--- src/rtl/btn_event_arbiter.sv ---
// Round-robin sequencer for per-button press events onto one valid/ready channel.
// One pending slot per button; events hitting an occupied slot are dropped and counted.
module btn_event_arbiter #(
  parameter int unsigned HOLDOFF = 2
) (
  input  logic       clk,
  input  logic       reset,
  input  logic [3:0] scen,
  input  logic [3:0] mcen,
  input  logic       ev_ready,
  output logic       ev_valid,
  output logic [1:0] ev_btn,
  output logic [1:0] ev_type,
  output logic [3:0] pending,
  output logic [7:0] drop_cnt
);

  localparam int unsigned NBTN = 4;
  localparam int unsigned CW   = 4;
  localparam int unsigned DW   = 8;

  localparam logic [1:0] T_NONE   = 2'b00;
  localparam logic [1:0] T_SINGLE = 2'b01;
  localparam logic [1:0] T_REPEAT = 2'b10;

  typedef enum logic [1:0] {IDLE, OFFER, GAP} state_t;

  state_t                 state_q, state_d;
  logic [NBTN-1:0]        slot_occ_q, slot_occ_d;
  logic [NBTN-1:0][1:0]   slot_type_q, slot_type_d;
  logic [1:0]             rr_ptr_q, rr_ptr_d;
  logic [CW-1:0]          hold_cnt_q, hold_cnt_d;
  logic                   ev_valid_d;
  logic [1:0]             ev_btn_d, ev_type_d;
  logic [DW-1:0]          drop_cnt_d;
  logic [NBTN-1:0][1:0]   evt_c;
  logic                   accept_c;
  logic                   sel_found_c;
  logic [1:0]             sel_idx_c;
  logic [2:0]             drop_sum_c;
  logic [DW:0]            drop_ext_c;

  // Event decode: SINGLE wins when both enables fire on the first press
  always_comb begin
    for (int i = 0; i < NBTN; i++) begin
      evt_c[i] = scen[i] ? T_SINGLE : (mcen[i] ? T_REPEAT : T_NONE);
    end
  end

  // First occupied slot after rr_ptr; later k overridden by earlier k
  always_comb begin
    sel_found_c = 1'b0;
    sel_idx_c   = 2'd0;
    for (int k = NBTN; k >= 1; k--) begin
      if (slot_occ_q[2'(rr_ptr_q + 2'(k))]) begin
        sel_found_c = 1'b1;
        sel_idx_c   = 2'(rr_ptr_q + 2'(k));
      end
    end
  end

  // Next-state and registered-output logic
  always_comb begin
    state_d    = state_q;
    ev_valid_d = ev_valid;
    ev_btn_d   = ev_btn;
    ev_type_d  = ev_type;
    rr_ptr_d   = rr_ptr_q;
    hold_cnt_d = hold_cnt_q;
    accept_c   = 1'b0;
    case (state_q)
      IDLE: begin
        if (sel_found_c) begin
          ev_valid_d = 1'b1;
          ev_btn_d   = sel_idx_c;
          ev_type_d  = slot_type_q[sel_idx_c];
          state_d    = OFFER;
        end
      end
      OFFER: begin
        if (ev_ready) begin
          accept_c   = 1'b1;
          rr_ptr_d   = ev_btn;
          ev_valid_d = 1'b0;
          ev_type_d  = T_NONE;
          hold_cnt_d = CW'(HOLDOFF);
          state_d    = (HOLDOFF == 0) ? IDLE : GAP;
        end
      end
      GAP: begin
        if (hold_cnt_q != '0) hold_cnt_d = hold_cnt_q - CW'(1);
        if (hold_cnt_q <= CW'(1)) state_d = IDLE;
      end
      default: state_d = IDLE;
    endcase
  end

  // Slot load / reload / clear and drop accounting
  always_comb begin
    slot_occ_d  = slot_occ_q;
    slot_type_d = slot_type_q;
    drop_sum_c  = '0;
    for (int i = 0; i < NBTN; i++) begin
      if (evt_c[i] != T_NONE) begin
        if (!slot_occ_q[i] || (accept_c && (ev_btn == 2'(i)))) begin
          slot_occ_d[i]  = 1'b1;
          slot_type_d[i] = evt_c[i];
        end else begin
          drop_sum_c = drop_sum_c + 3'd1;
        end
      end else if (accept_c && (ev_btn == 2'(i))) begin
        slot_occ_d[i] = 1'b0;
      end
    end
    drop_ext_c = {1'b0, drop_cnt} + (DW+1)'(drop_sum_c);
    drop_cnt_d = drop_ext_c[DW] ? {DW{1'b1}} : drop_ext_c[DW-1:0];
  end

  always_ff @(posedge clk or posedge reset) begin
    if (reset) begin
      state_q     <= IDLE;
      slot_occ_q  <= '0;
      slot_type_q <= '0;
      rr_ptr_q    <= 2'd3;
      hold_cnt_q  <= '0;
      ev_valid    <= 1'b0;
      ev_btn      <= 2'd0;
      ev_type     <= T_NONE;
      drop_cnt    <= '0;
    end else begin
      state_q     <= state_d;
      slot_occ_q  <= slot_occ_d;
      slot_type_q <= slot_type_d;
      rr_ptr_q    <= rr_ptr_d;
      hold_cnt_q  <= hold_cnt_d;
      ev_valid    <= ev_valid_d;
      ev_btn      <= ev_btn_d;
      ev_type     <= ev_type_d;
      drop_cnt    <= drop_cnt_d;
    end
  end

  assign pending = slot_occ_q;

endmodule

--- config.mk ---
export PLATFORM = sky130hd
export DESIGN_NAME = btn_event_arbiter
export DESIGN_NICKNAME = d
export VERILOG_FILES = /design/src/rtl/btn_event_arbiter.sv
export SDC_FILE = /design/constraint.sdc
export NUM_CORES = 1
export LEC_CHECK = 0
export ABC_AREA = 0
export CAP_MARGIN = 5
export CORE_MARGIN = 2
export CORE_UTILIZATION = 60
export CTS_BUF_LIST = sky130_fd_sc_hd__clkbuf_4
export DETAILED_ROUTE_END_ITERATION = 8
export GPL_ROUTABILITY_DRIVEN = 0
export HOLD_SLACK_MARGIN = 0.1
export MAX_ROUTING_LAYER = met4
export PLACE_DENSITY = 0.95
export SKIP_CTS_REPAIR_TIMING = 1
export SYNTH_ARGS = -nofsm -noshare
export SYNTH_HDL_FRONTEND = slang
export SYNTH_SLANG_ARGS = --single-unit
--- constraint.sdc ---
create_clock -name clk -period 8 [get_ports clk]
set_input_delay 0.8 -clock clk [delete_from_list [all_inputs] [get_ports clk]]
set_output_delay 0.8 -clock clk [all_outputs]
set_load 0.005 [all_outputs]
Word-level counts from Yosys, hierarchy flattened

Index checks and enable logic that the tools add are counted.
Widths: inputs -> output; s select.

Output and inout port bits: 17
Register bits after elaboration: 33
Logic and storage cells: 142
Input bits: 11

Equal/unequal tests: 13
Reduce and logical (&&, ||, !) cells: 38
Add/sub/neg operators: 8
Magnitude comparators: 6
Mux-type cells: 62

Operator list:

| operator            | number |
|---|---|
| $mux 2              | 18 |
| $mux 1              | 26 |
| $reduce_and 2->1    | 10 |
| $reduce_bool 2->1   | 10 |
| $mux 3              | 6 |
| $lt 2x3->1 const B  | 5 |
| $add 3x1->3 const B | 3 |
| $add 8x3->9         | 1 |
| $reduce_and 3->1    | 3 |
| $bmux 1 s2          | 4 |
| $mux 4              | 2 |
| $mux 8              | 1 |
| $ne 2x1->1 const B  | 4 |
| $ne 2x2->1 const B  | 4 |
| $pmux 4 s2          | 1 |
| $eq 2x2->1 const B  | 3 |
| $pmux 2 s3          | 1 |
| $add 2x2->2 const B | 2 |
| $bmux 2 s2          | 1 |
| $eq 2x1->1 const B  | 2 |
| $le 4x1->1 const B  | 1 |
| $logic_and 1x1->1   | 4 |
| $logic_not 1->1     | 4 |
| $logic_not 2->1     | 2 |
| 6 further kinds     | 9 |

Longest topological paths before layout

Word-level depth: 17
Mapped depth: 17
Mapped depth without buffers: 16

Worst setup path before layout

Ideal clock, no wire load.

Kind: input port to flip-flop
Start: input ev_ready
End: register drop_cnt[7]
Setup time: 0.125 ns
Data required time: 7.875 ns
Stages: 16
Path slack: 3.695 ns
Path buffers: 1
Data arrival time: 4.181 ns
Cells stage by stage: nand3b_2 buf_2 o31ai_2 inv_2 ha_1 o21ai_0 o41ai_4 ha_1 mux2_4 ha_1 mux2_2 ha_1 a21o_1 a21oi_1 nand3b_1 mux2_2

Word-level cells in the longest chain between the ends: 17
Elaborated cells between the ends (all ways): 23
Those cells by class: add/sub: 4; mux: 11; reduce/logical: 8

RTL lines:

| element              | line | RTL |
|---|---|---|
| from (decl)          | 10   | `input logic ev_ready,` |
| $mux 1 *             | 81   | `if (ev_ready) begin` |
| $mux 1 *             | 71   | `case (state_q)` |
| $logic_and 1x1->1    | 105  | `if (!slot_occ_q[i] \|\| (accept_c && (ev_btn == 2'(i)))) begin` |
| $logic_or 1x1->1     | 105  |  |
| $mux 1               | 105  |  |
| $mux 1               | 104  | `if (evt_c[i] != T_NONE) begin` |
| $add 3x1->3          | 109  | `drop_sum_c = drop_sum_c + 3'd1;` |
| $mux 3               | 105  |  |
| [2 not listed]       | n/a  |  |
| $mux 3               | 105  |  |
| $mux 3               | 104  |  |
| $add 3x1->3          | 109  |  |
| $mux 3               | 105  |  |
| $mux 3 *             | 104  |  |
| $add 8x3->9 *        | 115  | `drop_ext_c = {1'b0, drop_cnt} + (DW+1)'(drop_sum_c);` |
| $mux 8 *             | 116  | `drop_cnt_d = drop_ext_c[DW] ? {DW{1'b1}} : drop_ext_c[DW-1:0];` |
| net drop_cnt_d[7]    | 35   | `logic [DW-1:0] drop_cnt_d;` |
| to (signal assigned) | 139  | `drop_cnt <= drop_cnt_d;` |
| to (decl)            | 15   | `output logic [7:0] drop_cnt` |

The timed path passes the listed nets; every way through them passes the cells marked *.
A chain may end at the register's enable or synchronous reset.

Final worst setup path

Same ends and word-level chain as after synthesis.

==> reports/results.tsv <==
metric	value	unit
Cells after DPL	232	
fill cell count	197	
die area	3460	sq um
CTS Buf Count	5	
Setup Skew	3.60	ps
Cell Chain, Critical Path	clkdlybuf4s50_1 > nand3b_2 > o31ai_4 > nor2_1 > ha_1 > o21ai_0 > o41ai_4 > ha_1 > mux2_4 > ha_1 > mux2_2 > ha_1 > a21o_1 > a21oi_1 > nand3b_1 > mux2_2	
post-synth cell types	48	
initial antenna violation count	0	
post-route insts no fill	240	
crit-path max FO	11	
Sw Ratio	40.7	%
most frequent CP cell	ha_1	
HPWL Detailed	2960	um
Final min period	4790	ps
count leader, synth	dfrtp_1	
ys async rst share	100	%
area of the multi-input gates	937	sq um
clk buf depth	2	
vias in the first global route	1403	
Comb power frac	51.8	%
Total GRT Usage	27.1	%
layout cells sized above 1	11.5	%
net switching power	347	uW
Initial Utilization	64.3	%
Final Cycle Share	59.9	%
# IOs	28	
PortBufs	27	
share of power burned in registers	38.0	%
Avg Inst Size Synth	10.4	sq um
Setup crit end kind	flop	
Clock Latency Late Sink	330	ps
final setup fails	0	
CP Launch Type	primary input	
EDFF count, synth	0	
Core ar.	2810	sq um
status	complete, but fails checks	
syn nets	194	
Power, Total	853	uW
Layout area overhead	20.0	%
failing checks	design-rule violations	
Nets	228	
top cells by count, synth	dfrtp_1, nand2_1, nor2_1, a21oi_1	
sinks on the clock net	33	
WL/cell	16.4	um
Critical Path RT	8220	ps
PD cells	394	nW/um^2
highest clock rate	209	MHz
cell family with most CP delay	adder cells	
worst vdd rail ir drop	0.325	mV
first-pass GRT wire length	6730	um
# DRC	3	
cell area after layout	2170	sq um
post-synth top area share	43.0	%
vias per inst	6.03	
ant diodes	0	
die width	58.8	um
area leader, netlist	dfrtp_1	
max-cap check violation count	0	
gate count after technology mapping	174	
Seq/Total Area, Yosys	45.9	%
drt first pass iters	6	
top post-synthesis cells by area	dfrtp_1, ha_1, nand2_1	
number of buffers and inverters on the critical path	1	
peak per-stage delay on the critical path	560	ps
drt total wl	3940	um
Slew HR	65.1	%
maximum number of pins on one net before global-route repair	34	
hold violation total from the final report	0	
max-slew violations	0	
Worst-Margin Slew	520	ps
GRT Residual Overflow	0	
Iter 0 DRT Violations	63	
Synth Register Bits	33	
CTS tree	yes	
prevailing post-synth register cell	dfrtp_1	
RSZ-0062 raised after global routing	no	
Die Ht	58.8	um
yosys warns	0	
H-tree depth	2	
cell leakage power	0.000949	uW
Critical Path AT	5020	ps
CP Class	primary input to flop	
clock root buffer	clkbuf_4	
register area	828	sq um
clock share of power	10.1	%
Power Internal	506	uW
cell area after synthesis	1800	sq um
via count	1446	
# rows	19	
dpl cell area	2120	sq um
CP max-delay cell	clkdlybuf4s50_1	
clk slew on worst S/H paths	90	ps
setup TNS	0	ps
final antenna-violating net count	0	
worst hold path type	flop to flop	
## cell usage in the layout, fill, tap and decap left out, types with 3 or more instances in the layout
master,netlist,layout
clkbuf_4,0,5
nand2b_1,4,4
o21a_1,3,3
a22o_1,4,4
nor2_1,12,12
mux2_2,3,3
clkdlybuf4s50_1,0,27
inv_1,8,8
ha_1,8,8
o21ai_0,6,6
xor2_1,4,4
nor2b_1,4,4
a21oi_1,10,10
mux2i_1,4,4
xnor2_1,3,3
nand3_1,8,8
dfrtp_1,31,31
o211ai_1,3,3
nand2_1,24,24
## metal layers
metal  GRT usage (%)  vias to the layer above  routed length, um
met2            44.3                       43               2060
met3            8.35                       10                181
met4            6.17                        0                 50
met1            33.1                      713               1650
met5               -                        -                  0
li1                -                      680                  -
## power by group through the flow
stage | clock (uW) | sequential [uW] | combinational (uW)
3_3_place_gp | 0 | 315 | 413
6_report | 86.4 | 324 | 442
4_1_cts | 87.8 | 322 | 445
3_5_place_dp | 0 | 324 | 438
5_1_grt | 94.8 | 334 | 504
2_1_floorplan | 0 | 307 | 302
## worst paths after layout
path / cells past startpoint / startpoint / slack, ps / to
min reg2reg: 2 / rr_ptr_q[0]$_DFFE_PP1P_ / 520 / rr_ptr_q[0]$_DFFE_PP1P_
max: 16 / ev_ready / 3210 / drop_cnt[7]$_DFF_PP0_
max in group asynchronous: 3 / reset / 6820 / rr_ptr_q[0]$_DFFE_PP1P_
min: 2 / rr_ptr_q[0]$_DFFE_PP1P_ / 520 / rr_ptr_q[0]$_DFFE_PP1P_
min in group asynchronous: 3 / reset / 850 / hold_cnt_q[3]$_DFFE_PP0P_
max reg2reg: 15 / state_q[1]$_DFFE_PP0P_ / 3650 / drop_cnt[7]$_DFF_PP0_
## stage by stage
step	setup slack, ps	hold slack, ps	utilization [%]
floorplan	3690	465	-
global placement	3020	471	75.4
detailed placement	2860	497	75.4
CTS	3220	511	77.2
global route	2960	536	77.2
finish	3210	516	77.2
## registers in the layout (all words and copies together), names as in the netlist
register	cells
rr_ptr_q	2
drop_cnt	8
ev_valid	1
state_q	2
ev_btn	2
ev_type	2
pending	4
hold_cnt_q	4
slot_type_q	8
## kinds of logic (layout without fill, tap and decap cells)
kind of cell,after synthesis,count (layout),synth area share (%)
buffers and inverters,10,45,2.15
AND/OR/NAND/NOR,66,66,18.4
flip-flops,33,33,45.9
XOR/XNOR,8,8,4.30
adder cells (fa/ha/maj),9,9,6.66
multiplexers,9,9,5.55
AO/OA/AOI/OAI,39,39,17.0
## area by class of cell
class	instances	share of cell area, %
multi-input cells	131	43.3
flip-flops and latches	33	38.2
repair buffers	28	12.8
well taps	31	1.79
clock buffers	5	1.73
inverters	9	1.56
clock inverters	3	0.578
## worst reg2reg max path: cells and delay by family (launching register included)
kind	cells	cell delay [ps]
AO/OA/AOI/OAI	5	1080
adder cells (fa/ha/maj)	4	1160
flip-flops	1	450
multiplexers	3	870
AND/OR/NAND/NOR	3	670
No activity file was read; power rests on OpenSTA's default activity.
